File: src/rtl/serial_bus_pkg.sv
// serial_bus_pkg: shared FSM states, default widths and bus command codes for the serial bus ports.
package serial_bus_pkg;

    typedef enum logic [2:0] {
        IDLE,
        FETCH,
        LOAD,
        HANDSHAKE,
        SHIFT,
        DONE
    } state_t;

    localparam int DEF_DATA_LEN  = 8;
    localparam int DEF_BURST_LEN = 12;
    localparam int DEF_ADDR_LEN  = 8;

    localparam logic [1:0] RD_CMD = 2'b11;

endpackage

File: src/rtl/slave_tx_shifter.sv
// slave_tx_shifter: LSB-first word shift register with a bit counter that flags the final bit.
module slave_tx_shifter #(
    parameter int DATA_LEN = 8
) (
    input  logic                clk,
    input  logic                reset_n,
    input  logic                load,
    input  logic [DATA_LEN-1:0] load_data,
    input  logic                shift,
    output logic                tx,
    output logic                last_bit
);
    localparam int BW = $clog2(DATA_LEN);

    logic [DATA_LEN-1:0] shift_reg;
    logic [BW-1:0]       bit_cnt;

    always_ff @(posedge clk or negedge reset_n) begin
        if (!reset_n) begin
            shift_reg <= '0;
            bit_cnt   <= '0;
        end else if (load) begin
            shift_reg <= load_data;
            bit_cnt   <= '0;
        end else if (shift) begin
            shift_reg <= shift_reg >> 1;
            bit_cnt   <= bit_cnt + BW'(1);
        end
    end

    assign tx       = shift_reg[0];
    assign last_bit = bit_cnt == BW'(DATA_LEN - 1);
endmodule

File: src/rtl/slave_out_port.sv
// slave_out_port: slave read-path serial transmitter, burst of words from storage sent LSB-first.
// Define PREFETCH_EN to fetch the next word during SHIFT and remove the inter-word gap.
module slave_out_port
    import serial_bus_pkg::*;
#(
    parameter int DATA_LEN  = DEF_DATA_LEN,
    parameter int BURST_LEN = DEF_BURST_LEN,
    parameter int ADDR_LEN  = DEF_ADDR_LEN
) (
    input  logic                 clk,
    input  logic                 reset_n,
    input  logic                 start,
    input  logic [ADDR_LEN-1:0]  start_addr,
    input  logic [BURST_LEN-1:0] burst_num,
    output logic                 mem_rd_en,
    output logic [ADDR_LEN-1:0]  mem_addr,
    input  logic [DATA_LEN-1:0]  mem_rd_data,
    output logic                 tx_data,
    output logic                 slave_valid,
    input  logic                 master_ready,
    output logic                 busy,
    output logic                 done
);
    state_t               state;
    logic [ADDR_LEN-1:0]  cur_addr;
    logic [BURST_LEN-1:0] burst_q;
    logic [BURST_LEN-1:0] word_cnt;
    logic                 last_bit;
    logic                 final_word;
    logic                 shift_en;
    logic                 load_en;
    logic [DATA_LEN-1:0]  load_data;

    assign final_word = word_cnt == burst_q;
    assign shift_en   = (state == HANDSHAKE && master_ready) || (state == SHIFT && !last_bit);

`ifdef PREFETCH_EN
    logic [DATA_LEN-1:0] hold_reg;
    logic                pf_pend;

    assign load_en   = state == LOAD || (state == SHIFT && last_bit && !final_word);
    assign load_data = state == LOAD ? mem_rd_data : hold_reg;

    // the prefetch read issued in the first SHIFT cycle returns data one cycle later
    always_ff @(posedge clk or negedge reset_n) begin
        if (!reset_n) begin
            hold_reg <= '0;
            pf_pend  <= 1'b0;
        end else begin
            pf_pend <= state == SHIFT && mem_rd_en;
            if (pf_pend)
                hold_reg <= mem_rd_data;
        end
    end
`else
    assign load_en   = state == LOAD;
    assign load_data = mem_rd_data;
`endif

    slave_tx_shifter #(.DATA_LEN(DATA_LEN)) u_shifter (
        .clk       (clk),
        .reset_n   (reset_n),
        .load      (load_en),
        .load_data (load_data),
        .shift     (shift_en),
        .tx        (tx_data),
        .last_bit  (last_bit)
    );

    always_ff @(posedge clk or negedge reset_n) begin
        if (!reset_n) begin
            state       <= IDLE;
            mem_rd_en   <= 1'b0;
            mem_addr    <= '0;
            slave_valid <= 1'b0;
            busy        <= 1'b0;
            done        <= 1'b0;
            cur_addr    <= '0;
            burst_q     <= '0;
            word_cnt    <= '0;
        end else begin
            mem_rd_en <= 1'b0;
            done      <= 1'b0;
            case (state)
                IDLE: if (start) begin
                    cur_addr  <= start_addr;
                    burst_q   <= burst_num;
                    word_cnt  <= '0;
                    mem_rd_en <= 1'b1;
                    mem_addr  <= start_addr;
                    busy      <= 1'b1;
                    state     <= FETCH;
                end
                FETCH: state <= LOAD;
                LOAD: begin
                    slave_valid <= 1'b1;
                    state       <= HANDSHAKE;
                end
                HANDSHAKE: if (master_ready) begin
                    slave_valid <= 1'b0;
                    state       <= SHIFT;
`ifdef PREFETCH_EN
                    if (!final_word) begin
                        mem_rd_en <= 1'b1;
                        mem_addr  <= cur_addr + ADDR_LEN'(1);
                    end
`endif
                end
                SHIFT: if (last_bit) begin
                    if (final_word) begin
                        done  <= 1'b1;
                        state <= DONE;
                    end else begin
                        word_cnt <= word_cnt + BURST_LEN'(1);
                        cur_addr <= cur_addr + ADDR_LEN'(1);
`ifdef PREFETCH_EN
                        slave_valid <= 1'b1;
                        state       <= HANDSHAKE;
`else
                        mem_rd_en <= 1'b1;
                        mem_addr  <= cur_addr + ADDR_LEN'(1);
                        state     <= FETCH;
`endif
                    end
                end
                DONE: begin
                    busy  <= 1'b0;
                    state <= IDLE;
                end
                default: state <= IDLE;
            endcase
        end
    end
endmodule

File: config.mk
export PLATFORM = sky130hd
export DESIGN_NAME = slave_out_port
export DESIGN_NICKNAME = d
export VERILOG_FILES = /design/src/rtl/serial_bus_pkg.sv /design/src/rtl/slave_tx_shifter.sv /design/src/rtl/slave_out_port.sv
export SDC_FILE = /design/constraint.sdc
export NUM_CORES = 1
export LEC_CHECK = 0
export CAP_MARGIN = 20
export CORE_MARGIN = 1.5
export CORE_UTILIZATION = 30
export CTS_CLUSTER_DIAMETER = 150
export CTS_CLUSTER_SIZE = 40
export DETAILED_ROUTE_END_ITERATION = 7
export DONT_BUFFER_PORTS = 1
export PLACE_DENSITY_LB_ADDON = 0.05
export SLEW_MARGIN = 20
export SYNTH_ARGS = -nofsm -noshare
export SYNTH_HDL_FRONTEND = slang
export SYNTH_SLANG_ARGS = --single-unit
File: constraint.sdc
create_clock -name clk -period 3.4 [get_ports clk]
set_input_delay 0.51 -clock clk [delete_from_list [all_inputs] [get_ports clk]]
set_output_delay 0.51 -clock clk [all_outputs]
set_load 0.02 [all_outputs]
# After elaboration in Yosys (flattened, before gate mapping)
# Cells that the tools add are included.
[word_totals] reg_bits=50 inputBits=32 out_inout_bits=13 elab_cells=66
[op_classes] n_addsub=3 n_eq_ne=11 muxes=28 reduce_logical=14
[ops] operator="$mux W8" n=5
[ops] operator="$mux W12" n=3
[ops] operator="$pmux W12 S2" n=1
[ops] operator="$mux W3" n=6
[ops] operator="$pmux W8 S2" n=1
[ops] operator="$pmux W3 S5" n=1
[ops] operator="$add A12 B1 Y12 const B" n=1
[ops] operator="$eq A12 B12 Y1" n=1
[ops] operator="$eq A3 B3 Y1 const B" n=3
[ops] operator="$add A8 B1 Y8 const B" n=1
[ops] operator="$mux W1" n=8
[ops] operator="$ne A2 B2 Y1 const B" n=4
[ops] operator="$reduce_bool A2 Y1" n=4
[ops] operator="$eq A3 B2 Y1 const B" n=2
[ops] operator="$pmux W1 S2" n=3
[ops] operator="$reduce_and A2 Y1" n=3
[ops] operator="$reduce_and A4 Y1" n=1
[ops] operator="$add A3 B1 Y3 const B" n=1
[ops] operator="$eq A3 B1 Y1 const B" n=1
[ops] operator="$logic_not A3 Y1" n=1
[ops] operator="$reduce_and A3 Y1" n=1
[ops] operator="$logic_and A1 B1 Y1" n=2
[ops] operator="$logic_not A1 Y1" n=1
[ops] operator="$logic_or A1 B1 Y1" n=1

# Longest topological paths before layout
# Gate-level depths: netlist (run 1).
[depth] word_depth=6 mapped_depth=8 mapped_depth_nobuf=7

# By module
# A second synthesis (run 1) with hierarchy kept.
[unflattened] hier_cells=277 hier_area_um2=2607.5
[by_module_without_submodules] mod="slave_out_port" n_inst=1 cells_each=231 area_per_inst_um2=2097.0 seq_area_each_um2=975.9
[by_module_without_submodules] mod="slave_tx_shifter" n_inst=1 cells_each=46 area_per_inst_um2=510.5 seq_area_each_um2=275.3

# Worst setup path after synthesis (run 1)
# No wires, ideal clock.
[synth_timing] path_kind="register to register" from="reg word_cnt[5]" to="reg word_cnt[2]" setup_time_ns=0.121 arrival_time_ns=1.647 required_time_ns=3.279 path_slack_ns=1.632 path_stages_with_launch=8 path_buffers=3 period_less_slack_ns=1.768 path_cell_list="dfrtp_1 buf_6 xor2_1 nor4_4 a31oi_4 buf_6 buf_8 a22o_1"
[synth_via] elab_chain_len=3
[synth_rtl] item="start: declaration" line="slave_out_port.sv:27" text="logic [BURST_LEN-1:0] word_cnt;"
[synth_rtl] item="start signal: assignment" line="slave_out_port.sv:114" text="word_cnt <= word_cnt + BURST_LEN'(1);"
[synth_rtl] item="$eq A12 B12 Y1" line="slave_out_port.sv:34" text="assign final_word = word_cnt == burst_q;"
[synth_rtl] item="$ne A2 B2 Y1 (no line)"
[synth_rtl] item="$reduce_and A4 Y1 (no line)"
# No other way between the ends.
# A chain may end at the register's enable or synchronous reset.

# Worst setup path after layout (run 1)
[layout_timing] from="reg state[1]" to="reg word_cnt[9]"
[layout_via] elab_chain_len=3 elab_cells_between_ends=8 classes_between="eq/ne (4); mux (1); reduce/logical (3)"
[layout_rtl] item="start: declaration" line="slave_out_port.sv:24" text="state_t state;"
[layout_rtl] item="start signal: assignment" line="slave_out_port.sv:72" text="state <= IDLE;"
[layout_rtl] item="start signal: assignment" line="slave_out_port.sv:92" text="state <= FETCH;"
[layout_rtl] item="start signal: assignment" line="slave_out_port.sv:94" text="FETCH: state <= LOAD;"
[layout_rtl] item="$eq A3 B3 Y1 / $logic_not A3 Y1 (equally long branches)" line="slave_out_port.sv:84" text="case (state)"
[layout_rtl] item="$ne A2 B2 Y1 (no line) / $reduce_bool A2 Y1 (equally long branches)"
[layout_rtl] item="$reduce_and A4 Y1 (no line)"
# Several ways; a longest one is shown, not always the timed one.

==> reports/summary.txt, run 1 <==
RUN STATUS
-------------------------------------------------------------------------------------
Outcome                                                                  complete, no violations

CLOCK NETWORK
-------------------------------------------------------------------------------------
Quantity of gates resized following cts                                             0
CTS tree                                                                        built
Skew-Pair Late Insertion Delay                                                0.31 ns
Number of post-CTS setup repair buffers                                             0
CTS sink count                                                                     50
Buffer levels on the longest clock path                                             2
Clock-pin slew on the worst setup and hold paths                              0.10 ns
H-tree levels                                                                       2
Root cell of the clock tree                                              sky130_fd_sc_hd__clkbuf_8
CTS Buf Count                                                                       5

TIMING
-------------------------------------------------------------------------------------
Slew of the pin with the lowest slew margin                                  0.797 ns
Worst clock skew                                                           0.00593 ns
Post-route clock period utilization                                             0.663
Final setup fails                                                                   0
Max Clk Rate                                                                0.444 GHz
Clock period minus worst slack                                                2.25 ns
Max-slew headroom at the worst pin                                              0.466
PnR worst setup slack                                                         1.15 ns
Count of final hold-check violations                                                0
Pins Over Slew Limit                                                                0
Setup TNS after final layout                                                     0 ns
Unrepaired setup endpoints after global routing                                 false

SYNTH
-------------------------------------------------------------------------------------
Async set-or-reset flop fraction in the synthesized netlist                      1.00
Synth warn                                                                          0
Number of enable-type register cells in the synthesized netlist                     0
Number of cells produced by synthesis                                             278
Library cell with the largest summed area after synthesis                sky130_fd_sc_hd__dfrtp_1
Simple-gate share of the synthesized area                                       0.228
Yosys cell types                                                                   42
Area fraction of the dominant cell type after synthesis                         0.477
Combined area of all synthesized cells                                     2620 sq um
Most used DFF post-synth                                                 sky130_fd_sc_hd__dfrtp_1
#FFs+latches synth                                                                 50
Dominant combinational cell family by area after synthesis               simple AND/OR/NAND/NOR gates
Top cells by instance count after synthesis                              sky130_fd_sc_hd__nand2_1, sky130_fd_sc_hd__dfrtp_1, sky130_fd_sc_hd__o21ai_0, sky130_fd_sc_hd__mux2i_1, sky130_fd_sc_hd__xor2_1
Mux share of post-synthesis cell area                                          0.0582
Net Count, Synth                                                                  314
Post-synthesis share of cell area spent on xor and xnor gates                  0.0501
Post-Synth Adder-Cell Area                                                     0.0191
Most numerous cell in the Yosys netlist                                  sky130_fd_sc_hd__nand2_1
Compound-gate portion of the synthesized area                                   0.124
Main area contributors after synthesis                                   sky130_fd_sc_hd__dfrtp_1, sky130_fd_sc_hd__nand2_1, sky130_fd_sc_hd__mux2i_1, sky130_fd_sc_hd__o21ai_0, sky130_fd_sc_hd__xor2_1
Mean Syn Cell Area                                                         9.44 sq um
Post-synthesis sequential area ratio                                            0.477

DETAILED ROUTING
-------------------------------------------------------------------------------------
Antenna violation net count after detailed routing                                  0
Count of routing violations after the opening detailed-route iteration             75
Total number of vias                                                             1928
Routed wire per std cell                                                      15.5 um
Number of optimization iterations in the first detailed-route pass                  4
Via-per-instance ratio                                                           5.03
DR DRC count                                                                        0
Final Routed Wirelength                                                       5.93 mm

SETUP PATH
-------------------------------------------------------------------------------------
Arrival time reported for the critical path endpoint                          2.45 ns
FF-to-FF path depth                                                                 6
CP max-delay cell                                                        sky130_fd_sc_hd__a31oi_4
Number of gates on the worst path with buffers counted                              6
Type of destination of the critical path                                         flop
Worst path cell trace                                                    nor3b_1 > buf_4 > nand2_1 > a31oi_4 > nor2_4 > a211o_1
Cell class contributing the biggest share of worst-path delay            compound AO/OA/AOI/OAI gates
Launching element type of the critical path                                      flop
Worst endpoint required time                                                  3.60 ns
Buffers and inverters on the worst path                                             1
Worst R2R Setup Slack                                                         1.15 ns
Slowest Stage Delay on Critical Path                                          0.62 ns
Type of the worst setup path                                                  reg2reg
Highest fanout seen on the critical path                                           22

LAYOUT
-------------------------------------------------------------------------------------
FF/Latch Area                                                              1250 sq um
Final #Nets                                                                       313
Share of post-route cells with drive strength above 1                          0.0863
Filler Cells Inserted                                                             887
Antenna cell count                                                                  0
Largest registers ranked by flip-flop count                              burst_q x12, word_cnt x12
Footprint of the multi-input gates                                         1260 sq um
Area growth from synthesis to layout                                            8.44%

DIE
-------------------------------------------------------------------------------------
Core Footprint                                                             8340 sq um
Overall die height                                                            96.5 um
Total I/O pin count                                                                45
Initial Util                                                                    0.315
Site Rows                                                                          33
Die Footprint                                                              9320 sq um
Width of the die                                                              96.5 um

GLOBAL ROUTING
-------------------------------------------------------------------------------------
Antenna violations before repair                                                    0
Global-route wire length before repair                                        9.87 mm
Sum of overflow across all layers after global routing                              0
Pin count of the biggest net entering global routing                               51
Overall Global Routing Usage                                                    0.142
Vias in the first global route                                                   1936

WORST HOLD PATH
-------------------------------------------------------------------------------------
Worst min path class                                                         in2async

POWER
-------------------------------------------------------------------------------------
Power density over cell area                                              813 nW/um^2
Maximum resistive drop on vdd                                                0.256 mV
Reported leakage power                                                     0.00125 uW

PLACE
-------------------------------------------------------------------------------------
Global placement routability congestion                                         0.749
Worst-case setup slack after placement                                        1.12 ns
Post-detail-place hpwl                                                        4.10 mm
Buffers added on ports                                                              0

JOB
-------------------------------------------------------------------------------------
Max-cap check violation count                                                       0

-- cell usage in the layout (no fill, tap or decap), types with 2 or more instances in the layout --
cell type,instances
sky130_fd_sc_hd__xnor2_1,3
sky130_fd_sc_hd__nor3_2,2
sky130_fd_sc_hd__o22ai_1,5
sky130_fd_sc_hd__a22o_1,3
sky130_fd_sc_hd__nand4_1,2
sky130_fd_sc_hd__o2bb2ai_1,2
sky130_fd_sc_hd__clkinv_2,2
sky130_fd_sc_hd__nor3b_1,3
sky130_fd_sc_hd__ha_1,4
sky130_fd_sc_hd__nand3_1,10
sky130_fd_sc_hd__mux2i_1,13
sky130_fd_sc_hd__xor2_1,12
sky130_fd_sc_hd__clkbuf_8,5
sky130_fd_sc_hd__o21ai_1,2
sky130_fd_sc_hd__mux2_2,2
sky130_fd_sc_hd__nor4_4,3
sky130_fd_sc_hd__a21oi_1,7
sky130_fd_sc_hd__buf_4,5
sky130_fd_sc_hd__nor2_1,11
sky130_fd_sc_hd__a31oi_1,3
sky130_fd_sc_hd__nor3_1,7
sky130_fd_sc_hd__and4_1,2
sky130_fd_sc_hd__nor4_1,2
sky130_fd_sc_hd__o21ai_0,23
sky130_fd_sc_hd__and3_1,4
sky130_fd_sc_hd__inv_1,6
sky130_fd_sc_hd__nor2b_1,4
sky130_fd_sc_hd__dfrtp_1,50
sky130_fd_sc_hd__nand2_1,68
-- cells by family after synthesis --
group | count (synthesis)
mux | 15
buf+inv | 21
fa+ha+maj | 4
flops | 50
simple gates | 121
xor+xnor | 15
compound gates | 52
-- path summary, 6_finish.rpt --
path / startpoint / endpoint
max in group asynchronous: reset_n / word_cnt[5]
hold / removal: reset_n / word_cnt[1]
min in group clk: burst_num[0] / burst_q[0]
setup reg to reg: state[1] / word_cnt[9]
setup / recovery: state[1] / word_cnt[9]
hold reg to reg: burst_q[5] / burst_q[5]
-- report_power, final --
part           internal, uW  switching (uW)
Combinational           327             434
Sequential              819             307
Clock                   217             209
-- cell type report --
class                   instances  area share
clock inverters                 3      0.0141
multi-input cells             207       0.444
well taps                     105      0.0462
repair buffers                  6      0.0229
clock buffers                   5      0.0242
flip-flops and latches         50       0.440
inverters                       7     0.00923
-- metal layers --
metal,share of wire,global-route usage
met1,0.50,0.196
met2,0.45,0.221
met3,0.044,0.0399
met4,0.0086,0.0290
met5,0,0
-- worst reg2reg max path, stage by stage, from the launching register on --
cell and delay (ns):
sky130_fd_sc_hd__dfrtp_1 0.47, sky130_fd_sc_hd__nor3b_1 0.23, sky130_fd_sc_hd__buf_4 0.20, sky130_fd_sc_hd__nand2_1 0.16, sky130_fd_sc_hd__a31oi_4 0.62, sky130_fd_sc_hd__nor2_4 0.14
sky130_fd_sc_hd__a211o_1 0.33
-- repair_timing --
| action | CTS | global route |
|---|---|---|
| hold buffers | 1 | 0 |
| endpoints found under the hold margin | 50 | 0 |
| endpoints found under the setup margin | 0 | 0 |
-- metrics by stage --
step / instances / hold slack [ns] / power (uW) / area (sq um) / utilization
2_1_floorplan: 278 / 0.214 / 1720 / 2620 / -
6_report: 383 / 0.0389 / 2310 / 2850 / 0.341
5_1_grt: 383 / 0.0486 / 2530 / 2850 / 0.341
3_3_place_gp: 374 / 0.217 / 1910 / 2710 / 0.325
3_5_place_dp: 374 / 0.217 / 1900 / 2710 / 0.325
4_1_cts: 383 / 0.0554 / 2360 / 2850 / 0.341
Note: power is estimated with default switching activity, not from simulation.
==> run 2: changes to the inputs <==
==> constraint.sdc (replaced) <==
create_clock -name clk -period 1.8 [get_ports clk]
set_input_delay 0.27 -clock clk [delete_from_list [all_inputs] [get_ports clk]]
set_output_delay 0.27 -clock clk [all_outputs]
set_load 0.02 [all_outputs]
==> run 2 against run 1 <==
Compared with the run above: the flow now finishes with violations (setup timing); count of clock-buffer cells in the layout did not move; non-clock buffer count rose by 41; critical path type unchanged; largest cell class unchanged; highest routed layer unchanged; global-route usage rose by 0.72 points; routed wire length rose by 7.0%; largest power group is now combinational cells; sequential share of layout area fell by 5.0 points; core utilization rose by 4.4 points.
==> reports/summary.txt, run 2 (synthesis gave the netlist of run 1 again) <==
SETUP PATH
-------------------------------------------------------------------------------------
Highest fanout seen on the critical path                                            9
FF-to-FF path depth                                                                 6
Reg2reg end                                                               word_cnt[9]
Type of destination of the critical path                                         flop
Crit Reg-Reg Startpoint                                                   word_cnt[9]
Slowest Stage Delay on Critical Path                                          0.42 ns
Launching element type of the critical path                                      flop
Worst endpoint required time                                                  2.00 ns
Type of the worst setup path                                                  reg2reg
Worst R2R Setup Slack                                                       -0.001 ns
Worst path cell trace                                                    xor2_1 > nor4_4 > a31oi_4 > buf_12 > nor3b_1 > a211o_1
CP max-delay cell                                                        sky130_fd_sc_hd__dfrtp_1
Arrival time reported for the critical path endpoint                          2.00 ns

TIMING
-------------------------------------------------------------------------------------
Post-route clock period utilization                                              1.00
Max-slew headroom at the worst pin                                              0.786
Slew of the pin with the lowest slew margin                                  0.319 ns
Pins Over Slew Limit                                                                0
PnR worst setup slack                                                     -0.00147 ns
Unrepaired setup endpoints after global routing                                  true
Post-route worst hold slack                                                 0.0654 ns
Clock period minus worst slack                                                1.80 ns
Count of final hold-check violations                                                0
Worst clock skew                                                           0.00637 ns
Final setup fails                                                                   1
Max Clk Rate                                                                0.555 GHz

DIE
-------------------------------------------------------------------------------------
Core Footprint                                                             8340 sq um
Die Footprint                                                              9320 sq um
Total I/O pin count                                                                45
Site Rows                                                                          33
Width of the die                                                              96.5 um
Initial Util                                                                    0.315
Overall die height                                                            96.5 um

PLACE
-------------------------------------------------------------------------------------
Worst-case setup slack after placement                                    -0.00756 ns
Post-detail-place hpwl                                                        4.55 mm
Placed Cells incl. Taps                                                           411
Buffers added on ports                                                              0
Global placement routability congestion                                         0.786

LAYOUT
-------------------------------------------------------------------------------------
Area growth from synthesis to layout                                            22.4%
Final #Nets                                                                       354
Largest registers ranked by flip-flop count                              burst_q x12, word_cnt x12
Share of post-route cells with drive strength above 1                           0.226
Antenna cell count                                                                  0
Most frequent standard cell in the layout excluding fill and tap cells   sky130_fd_sc_hd__nand2_1
Most used cells in the layout excluding fill and tap cells               sky130_fd_sc_hd__nand2_1, sky130_fd_sc_hd__dfrtp_1, sky130_fd_sc_hd__buf_4
Post-Route Utilization                                                          0.385
Count of placed standard cells in the final layout, fillers left out              424

WORST HOLD PATH
-------------------------------------------------------------------------------------
Worst Hold End                                                             burst_q[1]
Worst min path class                                                           in2reg
HP Start                                                                 burst_num[1]
Number of instances on the worst hold path                                          2

POWER
-------------------------------------------------------------------------------------
Power density over cell area                                             1450 nW/um^2
Reported leakage power                                                     0.00146 uW
Maximum resistive drop on vdd                                                0.584 mV

DETAILED ROUTING
-------------------------------------------------------------------------------------
Total number of vias                                                             2048
Via-per-instance ratio                                                           4.83
Antenna violation net count after detailed routing                                  0
DR DRC count                                                                        0
Count of routing violations after the opening detailed-route iteration             52
Routed wire per std cell                                                      15.0 um
Final Routed Wirelength                                                       6.35 mm
Number of optimization iterations in the first detailed-route pass                  6

CLOCK NETWORK
-------------------------------------------------------------------------------------
Root cell of the clock tree                                              sky130_fd_sc_hd__clkbuf_8
CTS Buf Count                                                                       5
CTS sink count                                                                     50
Skew-Pair Late Insertion Delay                                                0.31 ns
Clock-pin slew on the worst setup and hold paths                              0.09 ns
Buffer levels on the longest clock path                                             2
H-tree levels                                                                       2
CTS tree                                                                        built

RUN STATUS
-------------------------------------------------------------------------------------
Outcome                                                                  finished with violations
Violations in the final reports                                          setup timing

GLOBAL ROUTING
-------------------------------------------------------------------------------------
Global-route wire length before repair                                        10.5 mm
Antenna violations before repair                                                    0
Sum of overflow across all layers after global routing                              0
Overall Global Routing Usage                                                    0.149
Vias in the first global route                                                   2084
Pin count of the biggest net entering global routing                               51

JOB
-------------------------------------------------------------------------------------
Max-cap check violation count                                                       0

[run 2: cell types whose count changed in the layout (fill, tap and decap cells not counted), moves of 2 or more]
cell	before	now
sky130_fd_sc_hd__a31oi_1	3	1
sky130_fd_sc_hd__a31oi_2	0	2
sky130_fd_sc_hd__buf_12	0	2
sky130_fd_sc_hd__buf_4	5	40
sky130_fd_sc_hd__buf_6	0	2
sky130_fd_sc_hd__o21ai_0	23	19
sky130_fd_sc_hd__o21ai_1	2	5
[run 2: final cells by class]
type | instances | area, sq um
Fill cell | 875 | 5130
Multi-Input combinational cell | 207 | 1300
Sequential cell | 50 | 1250
Timing Repair Buffer | 47 | 408
Tap cell | 105 | 131
Clock buffer | 5 | 68.8
Inverter | 7 | 28.8
Clock inverter | 3 | 21.3
[run 2: what timing repair did]
item / CTS / global route
hold endpoints to repair: 50 / 0
cloned: 0 / 1
hold buffers: 2 / 0
endpoints found under the setup margin: 7 / 21
pin swaps: 1 / 3
gates resized for setup: 3 / 13
setup buffers: 0 / 2
[run 2: worst max-delay path by stage]
stage	from	to	slack, ns	depth (start not counted)
floorplan	word_cnt[5]	word_cnt[2]	0.03	7
CTS	word_cnt[3]	word_cnt[9]	-0.02	6
global placement	word_cnt[9]	word_cnt[4]	-0.06	6
finish	word_cnt[9]	word_cnt[9]	-0.001	6
detailed placement	word_cnt[9]	word_cnt[4]	-0.008	6
global route	word_cnt[3]	word_cnt[4]	-0.09	7
[run 2: power breakdown]
group	internal, uW	leakage (uW)	switching (uW)
Sequential	1550	0.000638	408
Clock	274	0.0000441	399
Combinational	915	0.000782	1100
[run 2: metal layers]
layer  global-route usage  part of all wire
met5                    0                 0
met4               0.0362            0.0080
met3               0.0313             0.046
met2                0.232              0.45
met1                0.211              0.50
[run 2: worst max-delay path, delay by kind of cell, from the launching register on]
| family | cells | cell delay, ns |
|---|---|---|
| compound gates | 2 | 0.41 |
| flops | 1 | 0.42 |
| xor+xnor | 1 | 0.19 |
| simple gates | 2 | 0.51 |
| buf+inv | 1 | 0.16 |
[run 2: metrics by stage]
step	setup TNS (ns)	power, uW	instance area, sq um
floorplan	0	3250	2620
global placement	-0.0985	3880	3010
detailed placement	-0.00756	3880	3010
CTS	-0.0493	4610	3140
global route	-0.912	5060	3210
finish	-0.00147	4640	3210
==> run 3: changes to the inputs <==
--- a/config.mk
+++ b/config.mk
@@ -13,7 +13,6 @@
 export DETAILED_ROUTE_END_ITERATION = 7
 export DONT_BUFFER_PORTS = 1
 export PLACE_DENSITY_LB_ADDON = 0.05
-export SLEW_MARGIN = 20
 export SYNTH_ARGS = -nofsm -noshare
 export SYNTH_HDL_FRONTEND = slang
 export SYNTH_SLANG_ARGS = --single-unit
==> results of run 3 <==
The final DEF is identical to that of run 2; final timing and power are the same.
